===== src/rtl/result_drain.sv =====
// result_drain: collects result rows from the systolic array, which shift out
// bottom row first. It keeps only the active rows and columns, then streams
// the rows to the host in natural order over a valid/ready handshake.
module result_drain #(
    parameter int ROW_NUMBER    = 4,
    parameter int COLUMN_NUMBER = 4,
    parameter int LAT           = 1
) (
    input  logic                       clk,
    input  logic                       reset,
    input  logic                       start,
    input  logic [7:0]                 rows_used,
    input  logic [7:0]                 cols_used,
    output logic                       through,
    input  logic [7:0]                 down_out [0:COLUMN_NUMBER-1],
    output logic [8*COLUMN_NUMBER-1:0] out_data,
    output logic                       out_valid,
    input  logic                       out_ready,
    output logic                       out_last,
    output logic                       busy,
    output logic                       done
);

    localparam int CW = $clog2(LAT + ROW_NUMBER + 1);
    localparam int IW = $clog2(ROW_NUMBER + 1);
    localparam int KW = $clog2(COLUMN_NUMBER + 1);
    localparam int DW = 8 * COLUMN_NUMBER;

    typedef enum logic [1:0] {S_IDLE, S_DRAIN, S_SEND} state_t;

    state_t          state_q, state_d;
    logic [CW-1:0]   cnt_q, cnt_d;
    logic [IW-1:0]   idx_q, idx_d;
    logic [IW-1:0]   rows_eff_q, rows_eff_d;
    logic [KW-1:0]   cols_eff_q, cols_eff_d;
    logic            done_q, done_d;
    logic [DW-1:0]   buf_q [ROW_NUMBER];

    logic            cap_en;
    int              cap_row;
    logic [DW-1:0]   cap_data;

    // Control state; outputs are decoded from state so reset drops them at once.
    always_ff @(posedge clk or posedge reset) begin
        if (reset) begin
            state_q    <= S_IDLE;
            cnt_q      <= '0;
            idx_q      <= '0;
            rows_eff_q <= '0;
            cols_eff_q <= '0;
            done_q     <= 1'b0;
        end else begin
            state_q    <= state_d;
            cnt_q      <= cnt_d;
            idx_q      <= idx_d;
            rows_eff_q <= rows_eff_d;
            cols_eff_q <= cols_eff_d;
            done_q     <= done_d;
        end
    end

    // Next-state: latch clamped sizes on start, count the drain window, step rows on handshakes.
    always_comb begin
        state_d    = state_q;
        cnt_d      = cnt_q;
        idx_d      = idx_q;
        rows_eff_d = rows_eff_q;
        cols_eff_d = cols_eff_q;
        done_d     = 1'b0;
        case (state_q)
            S_IDLE: begin
                if (start) begin
                    rows_eff_d = (rows_used > 8'(ROW_NUMBER))    ? IW'(ROW_NUMBER)    : IW'(rows_used);
                    cols_eff_d = (cols_used > 8'(COLUMN_NUMBER)) ? KW'(COLUMN_NUMBER) : KW'(cols_used);
                    if (rows_used == 8'd0) begin
                        done_d = 1'b1;
                    end else begin
                        state_d = S_DRAIN;
                        cnt_d   = '0;
                    end
                end
            end
            S_DRAIN: begin
                cnt_d = cnt_q + 1'b1;
                if (cnt_q == CW'(LAT + ROW_NUMBER - 1)) begin
                    state_d = S_SEND;
                    idx_d   = '0;
                end
            end
            S_SEND: begin
                if (out_ready) begin
                    idx_d = idx_q + 1'b1;
                    if (out_last) begin
                        state_d = S_IDLE;
                        done_d  = 1'b1;
                    end
                end
            end
            default: state_d = S_IDLE;
        endcase
    end

    // Capture decode: map the drain count to an array row and blank unused columns.
    always_comb begin
        cap_en   = 1'b0;
        cap_row  = 0;
        cap_data = '0;
        if (state_q == S_DRAIN && int'(cnt_q) >= LAT) begin
            cap_row = ROW_NUMBER - 1 - (int'(cnt_q) - LAT);
            cap_en  = cap_row < int'(rows_eff_q);
        end
        for (int c = 0; c < COLUMN_NUMBER; c++) begin
            cap_data[8*c +: 8] = (c < int'(cols_eff_q)) ? down_out[c] : 8'h00;
        end
    end

    // Row buffer; contents only matter after a full drain, so it is never reset.
    always_ff @(posedge clk) begin
        for (int r = 0; r < ROW_NUMBER; r++) begin
            if (cap_en && cap_row == r) buf_q[r] <= cap_data;
        end
    end

    // Output decode: everything is zero outside SEND except the done pulse.
    always_comb begin
        through   = (state_q == S_DRAIN);
        out_valid = (state_q == S_SEND);
        busy      = (state_q != S_IDLE);
        done      = done_q;
        out_last  = (state_q == S_SEND) && (idx_q == rows_eff_q - 1'b1);
        out_data  = '0;
        if (state_q == S_SEND) begin
            for (int r = 0; r < ROW_NUMBER; r++) begin
                if (int'(idx_q) == r) out_data = buf_q[r];
            end
        end
    end

endmodule


===== config.mk =====
export PLATFORM = sky130hd
export DESIGN_NAME = result_drain
export DESIGN_NICKNAME = d
export VERILOG_FILES = /design/src/rtl/result_drain.sv
export SDC_FILE = /design/constraint.sdc
export NUM_CORES = 1
export LEC_CHECK = 0
export ABC_AREA = 1
export CAP_MARGIN = 15
export CORE_MARGIN = 2
export CORE_UTILIZATION = 40
export DETAILED_ROUTE_END_ITERATION = 8
export PLACE_DENSITY = 0.69
export RECOVER_POWER = 100
export SYNTH_ARGS = -nofsm -noshare
export SYNTH_HDL_FRONTEND = slang
export SYNTH_SLANG_ARGS = --single-unit

===== constraint.sdc =====
create_clock -name clk -period 6.2 [get_ports clk]
set_input_delay 1.24 -clock clk [delete_from_list [all_inputs] [get_ports clk]]
set_output_delay 1.24 -clock clk [all_outputs]
set_load 0.02 [all_outputs]

==> impl_metrics.py, run 1 <==
metrics = {
    "outcome": {
        "violations": "capacitance limit, slew limit",
        "status": "finished with violations",
    },
    "yosys": {
        "yosysSeqAreaShare_pct": 62.8,
        "ys_ff_latch": 143,
        "syn_area_sq_um": 6720,
        "synthAdderAreaFrac_pct": 2.61,
        "synth-simple-area-share_pct": 19.5,
        "async_flop_share_pct": 10.5,
        "synthCells": 703,
        "synth_edf_count": 128,
        "synth_compound_area_share_pct": 6.03,
        "synthDistinctLibCells": 28,
        "yosysTopAreaCell": "edfxtp_1",
        "synthXorXnorAreaFrac_pct": 0.261,
        "synth_nets": 769,
        "synth_area_leaders": "edfxtp_1 (57%), nand2_1 (10%), dfrtp_1 (5.6%)",
        "synth_ff_type": "edfxtp_1",
        "synthTopCellsByCount": "nand2_1 (179), edfxtp_1 (128), inv_1 (90)",
        "synthMuxAreaShare_pct": 0,
        "synth_area_per_cell_sq_um": 9.56,
        "synthDominantCellAreaShare_pct": 57.2,
        "yosysWarningCount": 0,
        "synthMostInstantiatedCell": "nand2_1",
        "synth_top_family_by_area": "simple AND/OR/NAND/NOR gates",
    },
    "worst_setup_path": {
        "cp_slowest_cell": "nor2_2",
        "crit_buf_inv": 4,
        "required_ns": 4.96,
        "cp_cell_sequence": "inv_1, ha_1, buf_4, inv_1, nor2_2, nand2_1, nand3_1, nand2_1, a21oi_1, dlygate4sd3_1",
        "path_class": "reg2out",
        "end_kind": "primary output",
        "max_stage_delay_ns": 1.08,
        "start_kind": "register",
        "r2r_slack_ns": 1.38,
        "path_max_fanout": 33,
        "crit_arrival_ns": 3.87,
        "path_delay_family": "simple AND/OR/NAND/NOR gates",
    },
    "global_route": {
        "grt_pass1_wl_um": 22900,
        "grt_max_degree": 65,
        "grt_overflow_total": 0,
        "grt_usage_pct": 16.5,
        "first_global_vias": 4603,
        "antenna_found_initial": 0,
    },
    "drt": {
        "route.detailed.drc": 0,
        "avgViaCountPerCell": 4.61,
        "routedWlPerCell_um": 13.8,
        "wl_um": 14000,
        "vias": 4697,
        "ant_nets": 0,
        "drt_iter0_markers": 383,
        "drt_pre_antenna_iters": 5,
    },
    "power_and_ir_drop": {
        "p_sw_mw": 1.14,
        "p_seq_share_pct": 36.6,
        "peakVddDrop_uv": 234,
        "clkPwrFrac_pct": 28.6,
        "p_per_area_nw_per_um2": 391,
        "p_int_mw": 2.11,
        "fin_total_pwr_mw": 3.25,
        "p_comb_share_pct": 34.8,
        "leakage_nw": 3.49,
        "p_sw_share_pct": 35.1,
    },
    "sta": {
        "rsz0062_at_grt": "false",
        "skew_ns": 0.00725,
        "tightest_slew_ns": 3.25,
        "fmax_mhz": 196,
        "setup_viol": 0,
        "period_share_pct": 82.4,
        "slew_viol_final": 132,
        "finalHoldViolCount": 0,
        "min_period_ns": 5.11,
        "finalWorstSetupSlack_ns": 1.09,
        "slew_headroom_pct": -117,
        "finalSetupTns_ns": 0,
    },
    "place": {
        "pre_cts_ws_ns": 1.98,
        "hpwlAfterDp_um": 8760,
        "place_area_sq_um": 7800,
        "port_buffers": 88,
        "gp_congestion": 0.776,
    },
    "die": {
        "core_area_sq_um": 16500,
        "start_util_pct": 40.7,
        "ios": 89,
        "dieArea_sq_um": 17900,
        "die_h_um": 134,
        "rows": 47,
        "die_w_um": 134,
    },
    "layout": {
        "area_growth_pct": 23.6,
        "finalNetCount": 855,
        "n_antenna_cell": 0,
        "design_area_sq_um": 8310,
        "layout-drive-gt1-share_pct": 5.14,
    },
    "cts": {
        "clock_sinks": 143,
        "cts_made_buffers": 17,
        "cts_setup_buffers": 0,
        "cts_tree": "yes",
        "postCtsHoldBufs": 0,
        "path_clk_slew_ns": 0.05,
        "postCtsResizedCells": 0,
        "clk_latency_ns": 0.41,
        "clockBufferDepth": 2,
        "h-tree-depth": 4,
        "cts-root-buf": "clkbuf_16",
    },
    "job": {
        "max_cap_viol_count": 4,
    },
    "min_path": {
        "hp-class": "reg2reg",
    },
}
path summary, 6_finish.rpt:
path	startpoint	endpoint	depth (start not counted)
max in group asynchronous	reset	idx_q[2]	2
worst max register to register	cnt_q[0]	buf_q[2][6]	12
worst min register to register	rows_eff_q[1]	rows_eff_q[1]	2
min in group asynchronous	reset	state_q[1]	2
worst min-delay path	rows_eff_q[1]	rows_eff_q[1]	2
worst max-delay path	idx_q[1]	out_data[31]	10
per-stage QoR:
stage / util [%] / hold slack, ns / cells
after CTS: 50.4 / 0.484 / 1017
after detailed placement: 47.2 / 0.472 / 989
after global routing: 50.3 / 0.520 / 1018
after floorplan: - / 0.449 / 703
final: 50.3 / 0.481 / 1018
after global placement: 47.2 / 0.465 / 989
state kept, by name, indices dropped and copies added, names as in the netlist:
name / count
cnt_q: 3
cols_eff_q: 3
state_q: 2
rows_eff_q: 3
idx_q: 3
done: 1
buf_q: 128
cell families after synthesis:
group	count (synthesis)
AND/OR/NAND/NOR	318
buffers and inverters	147
flip-flops	143
AO/OA/AOI/OAI	79
adder cells (fa/ha/maj)	14
XOR/XNOR	2
worst register-to-register path: cells and delay by family (launching register included):
kind	cells	cell delay, ns
buf+inv	2	0.22
fa+ha+maj	3	0.81
simple gates	7	2.84
flops	1	0.47
per-layer routing:
layer / track usage [%] / up-vias / wire [um] / part of all wire (%)
li1: - / 2427 / - / -
met1: 22.4 / 2140 / 6640 / 47
met2: 26.6 / 112 / 6520 / 46
met3: 3.92 / 18 / 673 / 4.8
met4: 4.73 / 0 / 195 / 1.4
met5: 0 / - / 0 / 0
cell type report:
type / instances / area (sq um)
Fill cell: 1478 / 8220
Sequential cell: 143 / 4220
Multi-Input combinational cell: 413 / 1890
Timing Repair Buffer: 93 / 938
Inverter: 121 / 454
Clock buffer: 17 / 425
Tap cell: 220 / 275
Clock inverter: 11 / 103
cells in the final DEF, fill, tap and decap left out, types with 3 or more instances in the layout:
cell               n
a21oi_1           34
buf_4              4
clkbuf_16         17
clkdlybuf4s50_1   33
clkinv_1          32
clkinv_2           4
dfrtp_1           15
dlygate4sd3_1     55
edfxtp_1         128
ha_1              14
inv_1             90
inv_2              3
nand2_1          179
nand3_1           47
nor2_1            79
nor3_1             3
o21ai_0           14
o21ai_1           28
or2_2              3
power groups by stage:
stage	sequential [mW]	clock (mW)	combinational (mW)
6_report	1.19	0.930	1.13
5_1_grt	1.20	0.976	1.31
4_1_cts	1.19	0.939	1.19
3_5_place_dp	1.21	0	1.18
3_3_place_gp	1.20	0	1.17
2_1_floorplan	1.20	0	0.850
Note: power is estimated with default switching activity, not from simulation.
==> run 2, diff against run 1 <==
--- a/config.mk
+++ b/config.mk
@@ -10,7 +10,7 @@
 export CORE_MARGIN = 2
 export CORE_UTILIZATION = 40
 export DETAILED_ROUTE_END_ITERATION = 8
-export PLACE_DENSITY = 0.69
+export PLACE_DENSITY = 0.71
 export RECOVER_POWER = 100
 export SYNTH_ARGS = -nofsm -noshare
 export SYNTH_HDL_FRONTEND = slang
==> constraint.sdc (replaced) <==
create_clock -name clk -period 4.45 [get_ports clk]
set_input_delay 0.89 -clock clk [delete_from_list [all_inputs] [get_ports clk]]
set_output_delay 0.89 -clock clk [all_outputs]
set_load 0.02 [all_outputs]
==> impl_metrics.py, run 2 (synthesis results as in run 1) <==
metrics = {
    "worst_setup_path": {
        "cp-startpoint": "idx_q[1]",
        "path_class": "reg2out",
        "end_kind": "primary output",
        "worstRegToRegCells": 13,
        "r2r_slack_ns": 0.54,
        "r2r_start": "cnt_q[0]",
        "path_max_fanout": 26,
        "required_ns": 3.56,
        "crit_arrival_ns": 3.15,
        "r2r_end": "buf_q[0][6]",
        "start_kind": "register",
    },
    "min_path": {
        "hold_path_depth": 2,
        "min_to": "rows_eff_q[1]",
        "holdCritStartpoint": "rows_eff_q[1]",
        "hp-class": "reg2reg",
    },
    "sta": {
        "tightest_slew_ns": 1.72,
        "setup_viol": 0,
        "finalSetupTns_ns": 0,
        "rsz0062_at_grt": "false",
        "fmax_mhz": 247,
        "holdWs_ns": 0.497,
        "skew_ns": 0.00669,
        "min_period_ns": 4.04,
        "slew_viol_final": 19,
        "slew_headroom_pct": -15.3,
        "finalHoldViolCount": 0,
        "period_share_pct": 90.8,
    },
    "drt": {
        "ant_nets": 0,
        "route.detailed.drc": 0,
        "drt_pre_antenna_iters": 4,
        "avgViaCountPerCell": 4.71,
        "vias": 4854,
        "routedWlPerCell_um": 14.2,
        "drt_iter0_markers": 324,
        "wl_um": 14700,
    },
    "cts": {
        "cts_tree": "yes",
        "cts_made_buffers": 17,
        "cts_setup_buffers": 0,
        "postCtsHoldBufs": 0,
        "h-tree-depth": 4,
        "clock_sinks": 143,
        "path_clk_slew_ns": 0.06,
        "clk_latency_ns": 0.43,
        "postCtsResizedCells": 0,
        "clockBufferDepth": 2,
        "cts-root-buf": "clkbuf_16",
    },
    "power_and_ir_drop": {
        "peakVddDrop_uv": 297,
        "leakage_nw": 3.53,
        "p_per_area_nw_per_um2": 563,
    },
    "die": {
        "rows": 47,
        "dieArea_sq_um": 17900,
        "die_w_um": 134,
        "ios": 89,
        "start_util_pct": 40.7,
        "core_area_sq_um": 16500,
        "die_h_um": 134,
    },
    "global_route": {
        "first_global_vias": 4850,
        "antenna_found_initial": 0,
        "grt_max_degree": 65,
        "grt_pass1_wl_um": 24000,
        "grt_usage_pct": 17.5,
        "grt_overflow_total": 0,
    },
    "layout": {
        "finalNetCount": 864,
        "final_cell_mix": "nand2_1 (179), edfxtp_1 (128), inv_1 (90)",
        "n_antenna_cell": 0,
        "regMostFlops": "buf_q",
        "layout-drive-gt1-share_pct": 6.17,
        "final_common_cell": "nand2_1",
        "area_growth_pct": 25.6,
        "largest_register_ffs": 128,
    },
    "place": {
        "gp_congestion": 0.788,
        "port_buffers": 88,
        "hpwlAfterDp_um": 9400,
    },
    "job": {
        "max_cap_viol_count": 1,
    },
    "outcome": {
        "status": "finished with violations",
        "violations": "capacitance limit, slew limit",
    },
}
run 2: cell types whose count changed in the layout (fill, tap and decap cells not counted), sizes merged:
cell           before  now
buf                 5    9
bufinv              2    5
clkbuf             17   24
clkdlybuf4s50      33   46
clkinv             36   33
clkinvlp            1    3
dlygate4sd3        55   42
run 2: worst max path at each step:
stage / slack [ns] / cells after the start / to
floorplan: 0.90 / 11 / buf_q[2][0]
global placement: 1.06 / 9 / out_data[0]
detailed placement: 1.00 / 10 / out_data[15]
CTS: 0.53 / 10 / out_data[15]
global route: 0.17 / 10 / out_data[8]
finish: 0.41 / 10 / out_data[8]
run 2: layout make-up:
| class | instances | area, sq um |
|---|---|---|
| inverter | 121 | 454 |
| sequential | 143 | 4220 |
| fill | 1478 | 8080 |
| multi-input combinational | 413 | 1900 |
| timing repair buffer | 102 | 968 |
| clock inverter | 13 | 194 |
| clock buffer | 19 | 433 |
| tap | 220 | 275 |
run 2: metal layers:
metal	routed length, um	track usage (%)
met1	6580	22.2
met2	7050	29.0
met3	700	4.00
met4	335	7.57
met5	0	0
run 2: power by group:
| group | internal, mW | switching (mW) | total, mW |
|---|---|---|---|
| registers | 1.60 | 0.0569 | 1.65 |
| clock network | 0.984 | 0.527 | 1.51 |
| logic | 0.540 | 1.05 | 1.59 |
run 2: per-stage QoR:
| stage | instances | setup slack (ns) | instance area (sq um) | util (%) | power [mW] |
|---|---|---|---|---|---|
| floorplan | 703 | 0.905 | 6720 | - | 2.85 |
| global placement | 999 | 1.06 | 7870 | 47.6 | 3.32 |
| detailed placement | 999 | 1.00 | 7870 | 47.6 | 3.34 |
| CTS | 1031 | 0.533 | 8500 | 51.4 | 4.85 |
| global route | 1031 | 0.174 | 8440 | 51.1 | 5.07 |
| finish | 1031 | 0.408 | 8440 | 51.1 | 4.75 |
run 2: critical path, cell delays in order, from the launching register on:
cell,delay [ns]
dfrtp_1,0.42
inv_1,0.12
ha_1,0.19
inv_1,0.07
nor2_4,0.55
clkbuf_1,0.34
nand2_1,0.09
nand3_1,0.09
nand2_1,0.07
a21oi_1,0.11
dlygate4sd3_1,0.68
==> run 3, diff against run 2 <==
--- a/config.mk
+++ b/config.mk
@@ -10,7 +10,7 @@
 export CORE_MARGIN = 2
 export CORE_UTILIZATION = 40
 export DETAILED_ROUTE_END_ITERATION = 8
-export PLACE_DENSITY = 0.71
+export PLACE_DENSITY = 0.69
 export RECOVER_POWER = 100
 export SYNTH_ARGS = -nofsm -noshare
 export SYNTH_HDL_FRONTEND = slang
==> constraint.sdc (replaced) <==
create_clock -name clk -period 3.8 [get_ports clk]
set_input_delay 0.76 -clock clk [delete_from_list [all_inputs] [get_ports clk]]
set_output_delay 0.76 -clock clk [all_outputs]
set_load 0.02 [all_outputs]
==> impl_metrics.py, run 3 (synthesis results as in run 1) <==
metrics = {
    "outcome": {
        "status": "completed",
    },
    "sta": {
        "finalSetupTns_ns": 0,
        "skew_ns": 0.00485,
        "slew_headroom_pct": 35.1,
        "finalHoldViolCount": 0,
        "rsz0062_at_grt": "false",
        "period_share_pct": 94.7,
        "setup_viol": 0,
        "fmax_mhz": 278,
        "min_period_ns": 3.60,
        "tightest_slew_ns": 0.974,
        "slew_viol_final": 0,
    },
    "layout": {
        "largest_register_ffs": 128,
        "finalNetCount": 866,
        "final_cell_mix": "nand2_1 (179), edfxtp_1 (128), inv_1 (90)",
        "final_common_cell": "nand2_1",
        "regMostFlops": "buf_q",
        "fillers": 1471,
        "n_antenna_cell": 0,
        "final_util_pct": 51.2,
        "layout-drive-gt1-share_pct": 7.13,
        "area_growth_pct": 26.0,
    },
    "cts": {
        "clock_sinks": 143,
        "cts_setup_buffers": 0,
        "path_clk_slew_ns": 0.06,
        "clk_latency_ns": 0.42,
        "h-tree-depth": 4,
        "cts-root-buf": "clkbuf_16",
        "clockBufferDepth": 2,
        "postCtsHoldBufs": 0,
        "cts_made_buffers": 17,
        "cts_tree": "yes",
    },
    "worst_setup_path": {
        "end_kind": "primary output",
        "r2r_start": "cnt_q[0]",
        "required_ns": 3.04,
        "r2r_slack_ns": 0.47,
        "crit_buf_inv": 4,
        "path_class": "reg2out",
        "path_delay_family": "buffers and inverters",
        "max_stage_delay_ns": 0.69,
        "start_kind": "register",
        "path_max_fanout": 15,
        "cp-startpoint": "idx_q[1]",
        "cp_slowest_cell": "dlygate4sd3_1",
        "crit_arrival_ns": 2.84,
        "cp_cell_sequence": "inv_1, ha_1, inv_1, nor2_4, buf_4, nand2_1, nand3_1, nand2_1, a21oi_1, dlygate4sd3_1",
    },
    "global_route": {
        "grt_pass1_wl_um": 23200,
        "first_global_vias": 4726,
        "grt_overflow_total": 0,
        "antenna_found_initial": 0,
        "grt_usage_pct": 16.8,
        "grt_max_degree": 61,
    },
    "place": {
        "hpwlAfterDp_um": 9230,
        "gp_congestion": 0.770,
        "port_buffers": 88,
    },
    "job": {
        "max_cap_viol_count": 0,
    },
    "die": {
        "rows": 47,
        "core_area_sq_um": 16500,
        "ios": 89,
        "die_w_um": 134,
        "dieArea_sq_um": 17900,
        "start_util_pct": 40.7,
        "die_h_um": 134,
    },
    "power_and_ir_drop": {
        "leakage_nw": 3.53,
        "p_per_area_nw_per_um2": 654,
        "peakVddDrop_uv": 542,
    },
    "drt": {
        "wl_um": 14200,
        "ant_nets": 0,
        "drt_pre_antenna_iters": 5,
        "drt_iter0_markers": 307,
        "vias": 4788,
        "routedWlPerCell_um": 13.7,
        "route.detailed.drc": 0,
        "avgViaCountPerCell": 4.64,
    },
    "min_path": {
        "hp-class": "reg2reg",
        "holdCritStartpoint": "rows_eff_q[1]",
    },
}
## run 3: final timing paths
kind | endpoint | cells after the start
worst min-delay path | rows_eff_q[1] | 2
min in group asynchronous | done | 2
worst min register to register | rows_eff_q[1] | 2
worst max register to register | buf_q[2][24] | 12
max in group asynchronous | idx_q[2] | 2
worst max-delay path | out_data[12] | 10
## run 3: tightest hold or removal path, stage by stage (launching register included)
cell	delay (ns)
dfrtp_1	0.35
nand2_1	0.06
nand2_1	0.06
## run 3: area by class of cell
type / count / area, sq um / area share (%)
clock buffer: 17 / 425 / 5.02
clock inverter: 15 / 168 / 1.98
inverter: 121 / 454 / 5.36
multi-input combinational: 413 / 1930 / 22.8
sequential: 143 / 4220 / 49.8
tap: 220 / 275 / 3.25
timing repair buffer: 104 / 992 / 11.7
## run 3: timing repair
| action | in CTS | in global routing |
|---|---|---|
| hold endpoints to repair | 0 | 0 |
| resized for setup | 0 | 1 |
| setup endpoints to repair | 0 | 2 |
## run 3: layer usage
metal	GRT usage, %	wire, um	vias to the layer above
li1	-	-	2456
met1	21.6	6560	2210
met2	27.7	6730	106
met3	4.83	705	16
met4	5.38	167	0
met5	0	0	-
## run 3: through the flow
stage | area [sq um] | total power [mW] | hold WS (ns) | std cells | setup slack (ns)
floorplan | 6720 | 3.34 | 0.449 | 703 | 0.255
global placement | 7900 | 3.92 | 0.471 | 1001 | 0.659
detailed placement | 7900 | 3.95 | 0.477 | 1001 | 0.577
CTS | 8490 | 5.62 | 0.493 | 1033 | 0.144
global route | 8470 | 5.91 | 0.558 | 1033 | 0.0315
finish | 8470 | 5.54 | 0.501 | 1033 | 0.202
## run 3: where the power goes
group | total (mW) | switching (mW) | internal [mW]
Combinational | 1.94 | 1.26 | 0.675
Clock | 1.66 | 0.637 | 1.03
Sequential | 1.94 | 0.0651 | 1.87
